===== config.mk =====
export PLATFORM = sky130hd
export DESIGN_NAME = vvmac_seq
export DESIGN_NICKNAME = d
export VERILOG_FILES = /design/src/rtl/vvmac_seq_pkg.sv /design/src/rtl/vvmac_seq_sat_shift.sv /design/src/rtl/vvmac_seq.sv
export SDC_FILE = /design/constraint.sdc
export NUM_CORES = 1
export LEC_CHECK = 0
export BUFFER_PORTS_ARGS = -buffer_cell sky130_fd_sc_hd__buf_2
export CORE_UTILIZATION = 65
export CTS_CLUSTER_DIAMETER = 100
export DETAILED_ROUTE_END_ITERATION = 6
export MAX_ROUTING_LAYER = met4
export PLACE_DENSITY = 0.86
export SETUP_SLACK_MARGIN = 0.3
export SLEW_MARGIN = 25
export SYNTH_ARGS = -nofsm -noshare
export SYNTH_HDL_FRONTEND = slang
export SYNTH_SLANG_ARGS = --single-unit

===== constraint.sdc =====
create_clock -name clk -period 11.2 [get_ports clk]
set_clock_uncertainty 0.1 [all_clocks]
set_input_delay 0.56 -clock clk [delete_from_list [all_inputs] [get_ports clk]]
set_output_delay 0.56 -clock clk [all_outputs]
set_load 0.05 [all_outputs]

===== src/rtl/vvmac_seq_pkg.sv =====
// -----------------------------------------------------------------------------
// vvmac_seq_pkg
// Shared definitions for the serial vector-vector MAC stage and the tanh
// activation stage it feeds: default widths, Q-format fraction bits,
// saturation bounds of the Q3.14 result and the control FSM encoding.
// -----------------------------------------------------------------------------
package vvmac_seq_pkg;

  // Default widths, shared with the activation stage.
  localparam int DEF_IN_W    = 16;  // activation, Q9.7
  localparam int DEF_W_W     = 16;  // weight, Q2.14
  localparam int DEF_OUT_W   = 17;  // pre-activation, Q3.14
  localparam int DEF_ACC_W   = 40;  // accumulator, Q.21
  localparam int DEF_MAX_LEN = 256;
  localparam int DEF_CNT_W   = 9;

  // Fraction bits of each Q format.
  localparam int IN_FRAC   = 7;
  localparam int W_FRAC    = 14;
  localparam int OUT_FRAC  = 14;
  localparam int ACC_FRAC  = IN_FRAC + W_FRAC;   // 21
  localparam int ACC_SHIFT = ACC_FRAC - OUT_FRAC; // 7: Q.21 -> Q.14

  // Saturation bounds of the Q3.14 result (+3.99994 / -4.0).
  localparam logic [DEF_OUT_W-1:0] SAT_POS = 17'h0FFFF;
  localparam logic [DEF_OUT_W-1:0] SAT_NEG = 17'h10000;

  typedef enum logic [1:0] {
    ST_RUN   = 2'd0,
    ST_DRAIN = 2'd1,
    ST_HOLD  = 2'd2
  } state_e;

endpackage


===== src/rtl/vvmac_seq_sat_shift.sv =====
// -----------------------------------------------------------------------------
// vvmac_seq_sat_shift
// Combinational narrowing of a wide signed accumulator: arithmetic shift
// right by SHIFT (floor, no rounding) followed by saturation to OUT_W bits.
// Reusable for any layer output that narrows an accumulator.
//   acc  : signed accumulator, IN_W bits
//   data : shifted and saturated result, OUT_W bits
//   sat  : 1 when the shifted value did not fit and was clamped
// -----------------------------------------------------------------------------
module vvmac_seq_sat_shift
  import vvmac_seq_pkg::*;
#(
  parameter int               IN_W   = DEF_ACC_W,
  parameter int               OUT_W  = DEF_OUT_W,
  parameter int               SHIFT  = ACC_SHIFT,
  parameter logic [OUT_W-1:0] SAT_HI = {1'b0, {(OUT_W-1){1'b1}}},
  parameter logic [OUT_W-1:0] SAT_LO = {1'b1, {(OUT_W-1){1'b0}}}
) (
  input  logic signed [IN_W-1:0]  acc,
  output logic        [OUT_W-1:0] data,
  output logic                    sat
);

  logic signed [IN_W-1:0]      shifted;
  logic        [IN_W-OUT_W:0]  top_bits;
  logic                        fits;

  // NOTE: every variable assigned in always_comb gets a default on entry so
  // no path can leave it unassigned and infer a latch.
  always_comb begin
    shifted  = acc >>> SHIFT;
    // The value fits in OUT_W bits when all bits from the OUT_W sign position
    // upward are copies of the sign.
    top_bits = shifted[IN_W-1:OUT_W-1];
    fits     = (&top_bits) | ~(|top_bits);
    data     = shifted[OUT_W-1:0];
    sat      = 1'b0;
    if (!fits) begin
      sat  = 1'b1;
      data = shifted[IN_W-1] ? SAT_LO : SAT_HI;
    end
  end

endmodule


===== src/rtl/vvmac_seq.sv =====
// -----------------------------------------------------------------------------
// vvmac_seq
// Serial vector-vector multiply-accumulate for one neuron lane. Streams
// (activation, weight) pairs, adds a per-vector bias and delivers one
// saturated Q3.14 pre-activation per vector to the activation stage.
//
// Ports
//   clk, rst     : clock, synchronous active-high reset
//   in_valid     : pair valid            in_ready : stage accepts a pair
//   in_x         : activation, Q9.7      in_w     : weight, Q2.14
//   in_last      : final pair of vector
//   bias         : Q3.14, taken with the first accepted pair of a vector
//   out_valid    : result valid          out_ready: downstream accepts
//   out_data     : saturated Q3.14 sum   out_sat  : result was clamped
//   out_len_err  : vector was forced closed at MAX_LEN without in_last
//
// Pipeline (last pair accepted in cycle t): product registered t+1,
// accumulator updated t+2, result presented t+3.
// -----------------------------------------------------------------------------
module vvmac_seq
  import vvmac_seq_pkg::*;
#(
  parameter int VVMAC_IN_W  = DEF_IN_W,
  parameter int W_W         = DEF_W_W,
  parameter int VVMAC_OUT_W = DEF_OUT_W,
  parameter int ACC_W       = DEF_ACC_W,
  parameter int MAX_LEN     = DEF_MAX_LEN,
  parameter int CNT_W       = DEF_CNT_W
) (
  input  logic                   clk,
  input  logic                   rst,
  input  logic                   in_valid,
  output logic                   in_ready,
  input  logic [VVMAC_IN_W-1:0]  in_x,
  input  logic [W_W-1:0]         in_w,
  input  logic                   in_last,
  input  logic [VVMAC_OUT_W-1:0] bias,
  output logic                   out_valid,
  input  logic                   out_ready,
  output logic [VVMAC_OUT_W-1:0] out_data,
  output logic                   out_sat,
  output logic                   out_len_err
);

  localparam int PROD_W = VVMAC_IN_W + W_W;  // Q11.21

  state_e state;

  logic [CNT_W-1:0] cnt;
  logic [CNT_W-1:0] cnt_inc;
  logic             accept;
  logic             at_max;
  logic             close_vec;
  logic             len_err_q;

  // Stage 1: product plus the flags that travel with it.
  logic                     prod_vld;
  logic                     prod_first;
  logic                     prod_last;
  logic signed [PROD_W-1:0] prod_q;
  logic [VVMAC_OUT_W-1:0]   bias_q;

  // Stage 2: accumulator; acc_done marks that it holds a finished vector.
  logic signed [ACC_W-1:0]  acc_q;
  logic                     acc_done;

  logic [VVMAC_OUT_W-1:0]   sat_data;
  logic                     sat_flag;

  assign accept    = in_valid & in_ready;
  assign cnt_inc   = cnt + CNT_W'(1);
  assign at_max    = (cnt_inc == CNT_W'(MAX_LEN));
  assign close_vec = accept & (in_last | at_max);

  // Pipeline valids are reset so a mid-vector reset discards everything
  // in flight; the data registers beside them need no reset.
  // NOTE: sequential state is written with non-blocking assignments so all
  // registers update together from the values present before the edge.
  always_ff @(posedge clk) begin
    if (rst) begin
      prod_vld <= 1'b0;
      acc_done <= 1'b0;
    end else begin
      prod_vld <= accept;
      acc_done <= prod_vld & prod_last;
    end
  end

  always_ff @(posedge clk) begin
    if (accept) begin
      prod_q     <= PROD_W'($signed(in_x)) * PROD_W'($signed(in_w));
      prod_first <= (cnt == '0);
      prod_last  <= in_last | at_max;
      bias_q     <= bias;
    end
    if (prod_vld) begin
      // Bias is Q3.14; shifting by 7 aligns it to the Q.21 accumulator.
      if (prod_first)
        acc_q <= (ACC_W'($signed(bias_q)) <<< ACC_SHIFT) + ACC_W'(prod_q);
      else
        acc_q <= acc_q + ACC_W'(prod_q);
    end
  end

  vvmac_seq_sat_shift #(
    .IN_W   (ACC_W),
    .OUT_W  (VVMAC_OUT_W),
    .SHIFT  (ACC_SHIFT),
    .SAT_HI (VVMAC_OUT_W'(SAT_POS)),
    .SAT_LO (VVMAC_OUT_W'(SAT_NEG))
  ) u_sat_shift (
    .acc  (acc_q),
    .data (sat_data),
    .sat  (sat_flag)
  );

  // Control FSM with registered handshake outputs.
  always_ff @(posedge clk) begin
    if (rst) begin
      state       <= ST_RUN;
      in_ready    <= 1'b1;
      out_valid   <= 1'b0;
      out_data    <= '0;
      out_sat     <= 1'b0;
      out_len_err <= 1'b0;
      cnt         <= '0;
      len_err_q   <= 1'b0;
    end else begin
      case (state)
        ST_RUN: begin
          if (accept) begin
            cnt <= cnt_inc;
            if (close_vec) begin
              state     <= ST_DRAIN;
              in_ready  <= 1'b0;
              // Only a vector closed by the length limit is an error; a
              // vector of exactly MAX_LEN ending in in_last is legal.
              len_err_q <= ~in_last;
            end
          end
        end
        ST_DRAIN: begin
          if (acc_done) begin
            state       <= ST_HOLD;
            out_valid   <= 1'b1;
            out_data    <= sat_data;
            out_sat     <= sat_flag;
            out_len_err <= len_err_q;
          end
        end
        ST_HOLD: begin
          if (out_ready) begin
            state       <= ST_RUN;
            out_valid   <= 1'b0;
            in_ready    <= 1'b1;
            cnt         <= '0;
            len_err_q   <= 1'b0;
            out_len_err <= 1'b0;
          end
        end
        default: begin
          state    <= ST_RUN;
          in_ready <= 1'b1;
        end
      endcase
    end
  end

endmodule


* After elaboration in Yosys (flattened, before gate mapping) *
Index checks and enable logic that the tools add are counted.

storage, ports and cells
  flip-flop bits (word level) = 126
  input port bits = 54
  output and inout port bits = 21
  logic and storage cells = 70

operators by class
  $add $sub $neg = 3
  $mul = 1
  equal/unequal tests = 7
  mux-type cells = 24
  bitwise operators = 8
  reduce and logical (&&, ||, !) cells = 12

operator list
  kind                                           count
  adder 40 x 32 -> 40 bit                        1
  2-to-1 mux 40 bit                              1
  2-to-1 mux 17 bit                              2
  adder 24 x 32 -> 33 bit                        1
  multiplier 16 x 16 -> 32 bit                   1
  2-to-1 mux 9 bit                               2
  one-hot mux 9 bit (2 select lines)             1
  AND reduction 17 bit                           1
  OR reduction 17 bit                            1
  AND reduction 4 bit                            3
  adder 9 x 1 -> 9 bit, second input constant    1
  == test 9 bit, second input constant           1
  zero test 9 bit                                1
  2-to-1 mux 1 bit                               9
  2-to-1 mux 2 bit                               4
  inequality test 2 bit, second input constant   4
  one-hot mux 1 bit (2 select lines)             3
  one-hot mux 2 bit (3 select lines)             1
  AND reduction 3 bit                            2
  nonzero test 2 bit                             2
  bitwise AND 1 bit                              3
  inverter 1 bit                                 3
  one-hot mux 1 bit (3 select lines)             1
  == test 2 x 1 -> 1 bit, second input constant  1
  other kinds (4)                                5

* Longest topological paths before layout *
Gate-level depths: netlist of the first run.

  depth after elaboration = 7
  depth in mapped cells = 24
  gate-level depth less buffers = 23

* Modules after synthesis *
A second synthesis of the first run with hierarchy kept.

unflattened totals
  cells, all modules = 1898
  area total of the unflattened synthesis = 17793.3 µm²

by module, submodules not included
  module               instances  cells an instance  area an instance (µm²)  seq. area each (µm²)
  vvmac_seq            1          1866               17493.0                 3433.3
  vvmac_seq_sat_shift  1          32                 300.3                   0.0

* Least setup slack after synthesis of the first run *
OpenSTA, ideal clock, no wires.

  path kind = in2reg
  from = input in_x[15]
  to = register prod_q[31] (data pin)
  setup time = 260 ps
  arrival = 6181 ps
  required time = 10840 ps
  setup slack = 4659 ps
  cell stages on the path = 19
  path buffers = 1
  cell sequence = clkbuf_1 > nand2_1 > fa_1 > inv_1 > fa_1 > inv_1 > fa_1 > fa_1 > fa_1 > fa_1 > inv_1 > ha_1 > and4_1 > or4b_1 > a31oi_1 > a31oi_1 > o21ai_0 > a21oi_1 > xnor2_1

between the ends
  word-level cells in the longest chain between the ends = 1

RTL lines
  what                          line             RTL
  from (decl)                   vvmac_seq.sv:34  input logic [VVMAC_IN_W-1:0] in_x,
  multiplier 16 x 16 -> 32 bit  vvmac_seq.sv:91  prod_q <= PROD_W'($signed(in_x)) * PROD_W'($signed(in_w));
  to (signal assigned)          vvmac_seq.sv:91
  to (decl)                     vvmac_seq.sv:60  logic signed [PROD_W-1:0] prod_q;

No other way between the ends.
A chain may end at the register's enable or synchronous reset.

* Worst setup path in the final report of the first run *
  from = input in_w[2]
  to = register prod_q[31] (data pin)

between the ends
  word-level cells in the longest chain between the ends = 1

RTL lines
  what                          line             RTL
  from (decl)                   vvmac_seq.sv:35  input logic [W_W-1:0] in_w,
  multiplier 16 x 16 -> 32 bit  vvmac_seq.sv:91

No other way between the ends.

==> PnR_summary.wiki, run 1 <==
{| class="wikitable"
! Metric !! Value
|-
| Most area-hungry cell type in the Yosys netlist || fa_1
|-
| Uppermost layer routed || met4
|-
| Residual overflow from global routing || 0
|-
| Crit Path Max Fanout || 16
|-
| Port Buffer Count || 74
|-
| Routed length on met3 || ~2.8 mm
|-
| Unrepaired setup endpoints after global routing || false
|-
| Htree depth || 4
|-
| Worst reg2reg startpoint || prod_q[0]$_DFFE_PP_
|-
| Clock latency on the worst-skew pair || roughly 0.43 ns
|-
| Post-DP HPWL || approximately 32 mm
|-
| Reported max-cap violation count || 0
|-
| Critical Path Most Common Cell || fa_1
|-
| Minimum clock period || about 6.5 ns
|-
| FFs w/ async S/R, synth || 0
|-
| Share of the cycle needed by the critical path after routing || 0.5835
|-
| Area fraction of the dominant cell type after synthesis || 0.2970
|-
| Slew at the pin closest to its max-slew limit || between 0.8 and 0.9 ns
|-
| Area of the die || 28040 sq um
|-
| Total length of routed met2 wires || 18.99 mm
|-
| Clock Sink Count || about 130
|-
| Syn Nets || 2364
|-
| Ordered list of cells on the worst path || buf_2 -> nand2_1 -> fa_1 -> inv_1 -> fa_1 -> inv_1 -> fa_1 -> fa_1 -> fa_1 -> fa_1 -> inv_1 -> ha_1 -> and4_1 -> or4b_1 -> a31oi_1 -> a31oi_1 -> o21ai_0 -> a21oi_1 -> xnor2_1
|-
| Io pins || 75
|-
| EDFF count, synth || just over 90
|-
| Worst reg2reg path endpoint || acc_q[38]$_DFFE_PP_
|-
| Type of the worst setup path || input pin to flop
|-
| Initial core utilization || 0.6620
|-
| Die Width || ~170 microns
|-
| Vias per Instance || just under 6
|-
| Number of nets in the layout || between 2000 and 2500
|-
| WL/cell || 17.47 microns
|-
| HP Class || input pin to flop
|-
| Area of the core region || ~27000 sq um
|-
| Reg2Reg Setup Slack || around 7.5 ns
|-
| Vias || ~14000
|-
| Final Routed Wirelength || ~40 mm
|-
| Post-CTS setup-driven buffer insertion count || 0
|-
| Category of the worst setup path launch point || input pin
|-
| Netlist Area Pre-Place || approximately 18000 sq um
|-
| WHS || just over 0.2 ns
|-
| Cell at the root of the clock tree || clkbuf_16
|-
| TritonCTS clock tree || done
|-
| Global-route wire length before repair || about 70 mm
|-
| Number of antenna cells inserted || 0
|-
| Total clock buffers created by CTS || 17
|-
| Iteration-0 DRC count of the detailed router || 865
|-
| Number of gates resized after CTS || 0
|-
| Remaining antenna violation count after routing || 0
|-
| CP Launch Point || in_w[2]
|-
| Yosys cell types || between 70 and 80
|-
| Antenna violations before repair || 0
|-
| Fin util || 0.7075
|-
| Result of the run || completed
|-
| Register area share after synthesis || 0.1930
|-
| Warnings, synthesis || 0
|-
| Top_reg_cell synth || edfxtp_1
|-
| Data arrival, critical path || between 6 and 7 ns
|-
| Vias in the first global route || roughly 14000
|-
| DRC || 0
|-
| Pins over their slew limit || 0
|-
| Pin count of the biggest net entering global routing || 58
|-
| Post-synthesis register bit count || between 100 and 150
|-
| Capture point of the worst path || prod_q[31]$_DFFE_PP_
|-
| Worst relative slew slack || 0.4313
|-
| Detailed Routing Iterations Pass 1 || 7
|-
| Main area contributors after synthesis || fa_1 30%, edfxtp_1 15%, ha_1 10%
|-
| Number of hold buffers added after CTS || 0
|-
| Maximum cell stage delay along the critical path || approximately 0.83 ns
|-
| Total routing resource utilization after global routing || 0.3122
|-
| Total negative slack for setup checks || 0 ns
|-
| Filler Cells Inserted || between 1500 and 2000
|-
| Endpoints failing hold || 0
|-
| Cell count of the worst reg-to-reg path || 12
|-
| Number of rows in the core area || 60
|-
| Syn Area/Cell || about 9.4 sq um
|-
| Number of cells produced by synthesis || 1898
|-
| Data required time of the worst path || roughly 11 ns
|-
| Area growth from synthesis to layout || 6.877%
|-
| Category of the worst setup path capture point || flop
|-
| Cell with the largest stage delay on the worst path || fa_1
|-
| Chip height || 167.4 microns
|-
| Sum of routed wire segments on met1 || roughly 17 mm
|-
| Maximum clock frequency || roughly 150 MHz
|-
| Clock Path Buffers || 2
|-
| GP Congestion || 0.9575
|-
| Share of post-route cells with drive strength above 1 || 0.07125
|-
| Setup Viol. Count Final || 0
|-
| Clock transition time at the flip-flop clock pins of the worst setup and hold paths || about 0.070 ns
|}
worst min path at each step:
stage / cells after the start / startpoint / end / slack, ns
detailed placement: 2 / prod_last$_DFFE_PP_ / acc_done$_SDFF_PP0_ / 0.36
finish: 1 / bias[0] / bias_q[0]$_DFFE_PP_ / 0.21
CTS: 1 / bias[5] / bias_q[5]$_DFFE_PP_ / 0.20
global placement: 2 / out_data[16]$_SDFFE_PP0P_ / out_data[16]$_SDFFE_PP0P_ / 0.34
global route: 1 / bias[5] / bias_q[5]$_DFFE_PP_ / 0.19
floorplan: 2 / prod_last$_DFFE_PP_ / acc_done$_SDFF_PP0_ / 0.34
critical path, delay by kind of cell:
kind,cells,cell delay (ns)
AND/OR/NAND/NOR,3,0.89
adder cells (fa/ha/maj),7,3.71
XOR/XNOR,1,0.13
AO/OA/AOI/OAI,4,0.72
buffers and inverters,4,0.58
registers in the layout, summed over array words and instances (netlist names):
| name | count |
|---|---|
| acc_done | 1 |
| acc_q | 40 |
| bias_q | 17 |
| cnt | 9 |
| in_ready | 1 |
| len_err_q | 1 |
| out_data | 17 |
| out_len_err | 1 |
| out_sat | 1 |
| out_valid | 1 |
| prod_first | 1 |
| prod_last | 1 |
| prod_q | 32 |
| prod_vld | 1 |
| state | 2 |
stage by stage:
step,setup slack [ns],cell area (sq um),instances
2_1_floorplan,4.659,17790,1898
3_3_place_gp,4.378,18410,2260
3_5_place_dp,4.261,18410,2260
4_1_cts,4.689,19010,2292
5_1_grt,4.325,19020,2292
6_report,4.665,19020,2292
synthesized netlist by cell type, drive strengths merged (4+ instances only):
| master | number |
|---|---|
| xnor2 | 48 |
| o22ai | 4 |
| a211oi | 31 |
| dfxtp | 35 |
| fa | 264 |
| a21oi | 94 |
| nor2 | 98 |
| a31oi | 11 |
| o21bai | 12 |
| edfxtp | 91 |
| a22oi | 7 |
| nand3b | 4 |
| o31ai | 13 |
| o311ai | 4 |
| or3 | 7 |
| a21boi | 5 |
| xor2 | 35 |
| ha | 148 |
| and2 | 121 |
| nand4 | 11 |
| nand2 | 173 |
| o21ai | 68 |
| inv | 334 |
| a2111oi | 4 |
| and3 | 16 |
| nor3b | 5 |
| mux2i | 5 |
| o21a | 23 |
| o211ai | 8 |
| or2 | 8 |
| nand3 | 21 |
| nor3 | 28 |
| a21o | 40 |
| nand2b | 17 |
| nor2b | 12 |
| nor4 | 6 |
| clkbuf | 53 |
cells by family (layout without fill, tap and decap cells):
kind of cell / count (synthesis) / in the layout / share of synthesized area
adder cells (fa/ha/maj): 412 / 412 / 0.4011
AND/OR/NAND/NOR: 531 / 531 / 0.1468
XOR/XNOR: 83 / 83 / 0.04086
buffers and inverters: 390 / 443 / 0.08228
flip-flops: 126 / 126 / 0.1930
AO/OA/AOI/OAI: 348 / 348 / 0.1312
multiplexers: 8 / 8 / 0.004712
final cells by class:
type	instances	area (sq um)	share of cell area
multi-input combinational	1382	12900	0.6786
clock inverter	12	120.1	0.006317
tap	341	426.7	0.02244
inverter	334	1255	0.06600
clock buffer	20	479.2	0.02520
sequential	126	3437	0.1807
timing repair buffer	77	392.9	0.02066
cell usage in the layout (no fill, tap or decap), drive strengths merged, types with 12 or more instances in the layout:
cell / n
nand2: 173
nand2b: 17
clkbuf: 20
and2: 121
a21o: 40
xor2: 35
nor3: 28
a21oi: 94
nor2b: 12
nor2: 98
o31ai: 13
fa: 264
nand3: 21
ha: 148
o21a: 23
buf: 77
o21bai: 12
dfxtp: 35
a211oi: 31
inv: 340
and3: 16
xnor2: 48
edfxtp: 91
o21ai: 68
metal layers:
layer,vias up,global-route usage
met5,-,-
met4,0,0.1077
met3,93,0.04562
met2,552,0.5062
met1,6629,0.4035
li1,6298,-
Power of run 1 is left out: the tool's default activity adds up to more than one toggle a clock period on the data nets, which glitch-free logic cannot reach.
==> inputs of run 2 (changes only) <==
clock period = 6.5 ns   (was 11.2 ns; I/O delays follow)
==> run 2 against run 1 <==
  * Register-to-register slack worse by 4.7 ns
  * Routed wire length is 3.5% higher
  * Sequential cell count did not move
  * Sequential share of layout area down 0.33 points
  * Via count grew 1.1%
  * Global-route usage is 0.88 points higher
  * Count of clock-buffer cells in the layout unchanged
  * First-iteration DRC count up 15%
  * Final cell count grew 1.6%
  * Non-clock buffer count is 37 higher
  * Critical endpoint is now prod_q[30]$_DFFE_PP_
  * Largest cell class unchanged
  * Highest routed layer unchanged
==> PnR_summary.wiki, run 2 (synthesized netlist as in run 1, its figures left out) <==
{| class="wikitable"
! Metric !! Value
|-
| Crit Path Max Fanout || 11
|-
| Category of the worst setup path launch point || input pin
|-
| Residual overflow from global routing || 0
|-
| Number of flip-flops in the largest register || 40
|-
| GP Congestion || just under 1
|-
| DRC || 0
|-
| Iteration-0 DRC count of the detailed router || between 900 and 1000
|-
| Filler Cells Inserted || 1908
|-
| Pin count of the biggest net entering global routing || 52
|-
| Global-route wire length before repair || 69.60 mm
|-
| Data arrival, critical path || approximately 6.0 ns
|-
| Count of placed standard cells in the final layout, fillers left out || ~2300
|-
| Total negative slack for setup checks || 0 ns
|-
| Number of placed instances with taps included || 2281
|-
| Largest reg by FF count || acc_q
|-
| Remaining antenna violation count after routing || 0
|-
| Port Buffer Count || 74
|-
| Setup Viol. Count Final || 0
|-
| Seq. cell area || about 3400 sq um
|-
| Share of the cycle needed by the critical path after routing || 0.9157
|-
| Category of the worst setup path capture point || flop
|-
| Number of antenna cells inserted || 0
|-
| Result of the run || completed
|-
| Detailed Routing Iterations Pass 1 || 5
|-
| Vias per Instance || roughly 5.9
|-
| Combined area of the multi-input logic cells || 12970 sq um
|-
| Pins over their slew limit || 0
|-
| Cell with the largest stage delay on the worst path || fa_1
|-
| Vias in the first global route || 14310
|-
| Clock latency on the worst-skew pair || between 0.4 and 0.5 ns
|-
| Clock transition time at the flip-flop clock pins of the worst setup and hold paths || 0.06 ns
|-
| WL/cell || 17.80 microns
|-
| Ordered list of cells on the worst path || buf_2 -> buf_4 -> nand2_1 -> fa_1 -> inv_1 -> fa_1 -> inv_1 -> fa_1 -> inv_1 -> fa_1 -> fa_1 -> inv_1 -> fa_1 -> inv_1 -> ha_1 -> a21oi_1 -> o211ai_1 -> a21oi_1 -> o41a_1 -> a21oi_1 -> nor2b_2 -> o21ai_0 -> o21ai_1 -> xor2_1
|-
| Clock Sink Count || around 130
|-
| Largest regs || acc_q: 40 flops, prod_q: 32 flops
|-
| TritonCTS clock tree || done
|-
| HP Class || input pin to flop
|-
| Area of the core region || 26880 sq um
|-
| Total clock buffers created by CTS || 17
|-
| Cell at the root of the clock tree || clkbuf_16
|-
| Total routing resource utilization after global routing || 0.3210
|-
| Data required time of the worst path || around 6.6 ns
|-
| Maximum cell stage delay along the critical path || between 0.5 and 0.6 ns
|-
| Type of the worst setup path || input pin to flop
|-
| Vias || between 10000 and 15000
|-
| Clock Path Buffers || 2
|-
| Slew at the pin closest to its max-slew limit || between 0.9 and 1 ns
|-
| Post-DP HPWL || 33.12 mm
|-
| Die Width || 167.4 microns
|-
| Number of rows in the core area || 60
|-
| Reported max-cap violation count || 0
|-
| Worst relative slew slack || 0.3551
|-
| Area growth from synthesis to layout || 8.854%
|-
| Initial core utilization || 0.6620
|-
| Number of nets in the layout || between 2000 and 2500
|-
| Chip height || around 170 microns
|-
| Antenna violations before repair || 0
|-
| Maximum clock frequency || about 170 MHz
|-
| Endpoints failing hold || 0
|-
| Share of post-route cells with drive strength above 1 || 0.08501
|-
| Most used cells in the layout excluding fill and tap cells || 333 x inv_1, 263 x fa_1, 173 x nand2_1
|-
| Minimum clock period || a little under 6 ns
|-
| Critical Path Most Common Cell || fa_1
|-
| Final Routed Wirelength || around 41 mm
|-
| Leading cell type in the layout, fill and taps excluded || inv_1
|-
| Io pins || 75
|-
| Unrepaired setup endpoints after global routing || false
|-
| Area of the die || about 28000 sq um
|-
| Htree depth || 4
|}
## run 2: cell types whose count changed in the layout (fill, tap and decap cells not counted), sizes merged
cell         change
bufinv           -1
clkbuf           +1
inv              +2
dlygate4sd3     +16
clkinv           -1
buf             +20
## run 2: area by class of cell
type | instances | share of cell area
Inverter | 334 | 0.06480
Tap cell | 341 | 0.02203
Multi-Input combinational cell | 1382 | 0.6697
Clock inverter | 12 | 0.004974
Sequential cell | 126 | 0.1775
Clock buffer | 20 | 0.02416
Timing Repair Buffer | 114 | 0.03682
## run 2: worst paths after layout
check	slack, ns	depth (start not counted)	from	end
setup reg to reg	2.76	12	prod_q[0]$_DFFE_PP_	acc_q[32]$_DFFE_PP_
hold reg to reg	0.36	2	out_data[16]$_SDFFE_PP0P_	out_data[16]$_SDFFE_PP0P_
hold / removal	0.007	1	bias[10]	bias_q[10]$_DFFE_PP_
setup / recovery	0.55	24	in_x[7]	prod_q[30]$_DFFE_PP_
## run 2: timing repair
action / 4_1_cts / 5_1_grt
setup buffers: 0 / 0
endpoints found under the setup margin: 0 / 3
hold buffers: 16 / 0
endpoints found under the hold margin: 16 / 0
gates resized for setup: 0 / 14
## run 2: routing by layer
metal  wire length [microns]  global-route usage  vias to the layer above
met5                       0                   -                        -
met4                    1092              0.1061                        0
met3                    2961             0.04113                      110
met2                   19880              0.5297                      542
met1                   17520              0.4122                     6706
li1                        -                   -                     6367
## run 2: critical path, delay by kind of cell
family,cells,cell delay (ns)
xor gates and xnor gates,1,0.08
adders and majority gates,7,3.32
and+or+nand+nor,2,0.29
buffers and inverters,7,0.66
AOI/OAI and AO/OA,7,1.34
## run 2: through the flow
stage	worst slack [ns]	instance area (sq um)	util	hold WS [ns]
final	0.5483	19370	0.7206	0.007269
after global routing	0.2767	19370	0.7206	0.008107
after CTS	0.4700	19290	0.7178	0.02399
after detailed placement	0.01550	18570	0.6909	0.3609
after global placement	0.1215	18570	0.6909	0.3449
after floorplan	0.3116	17790	-	0.3239
Power of run 2 is left out for the same reason.
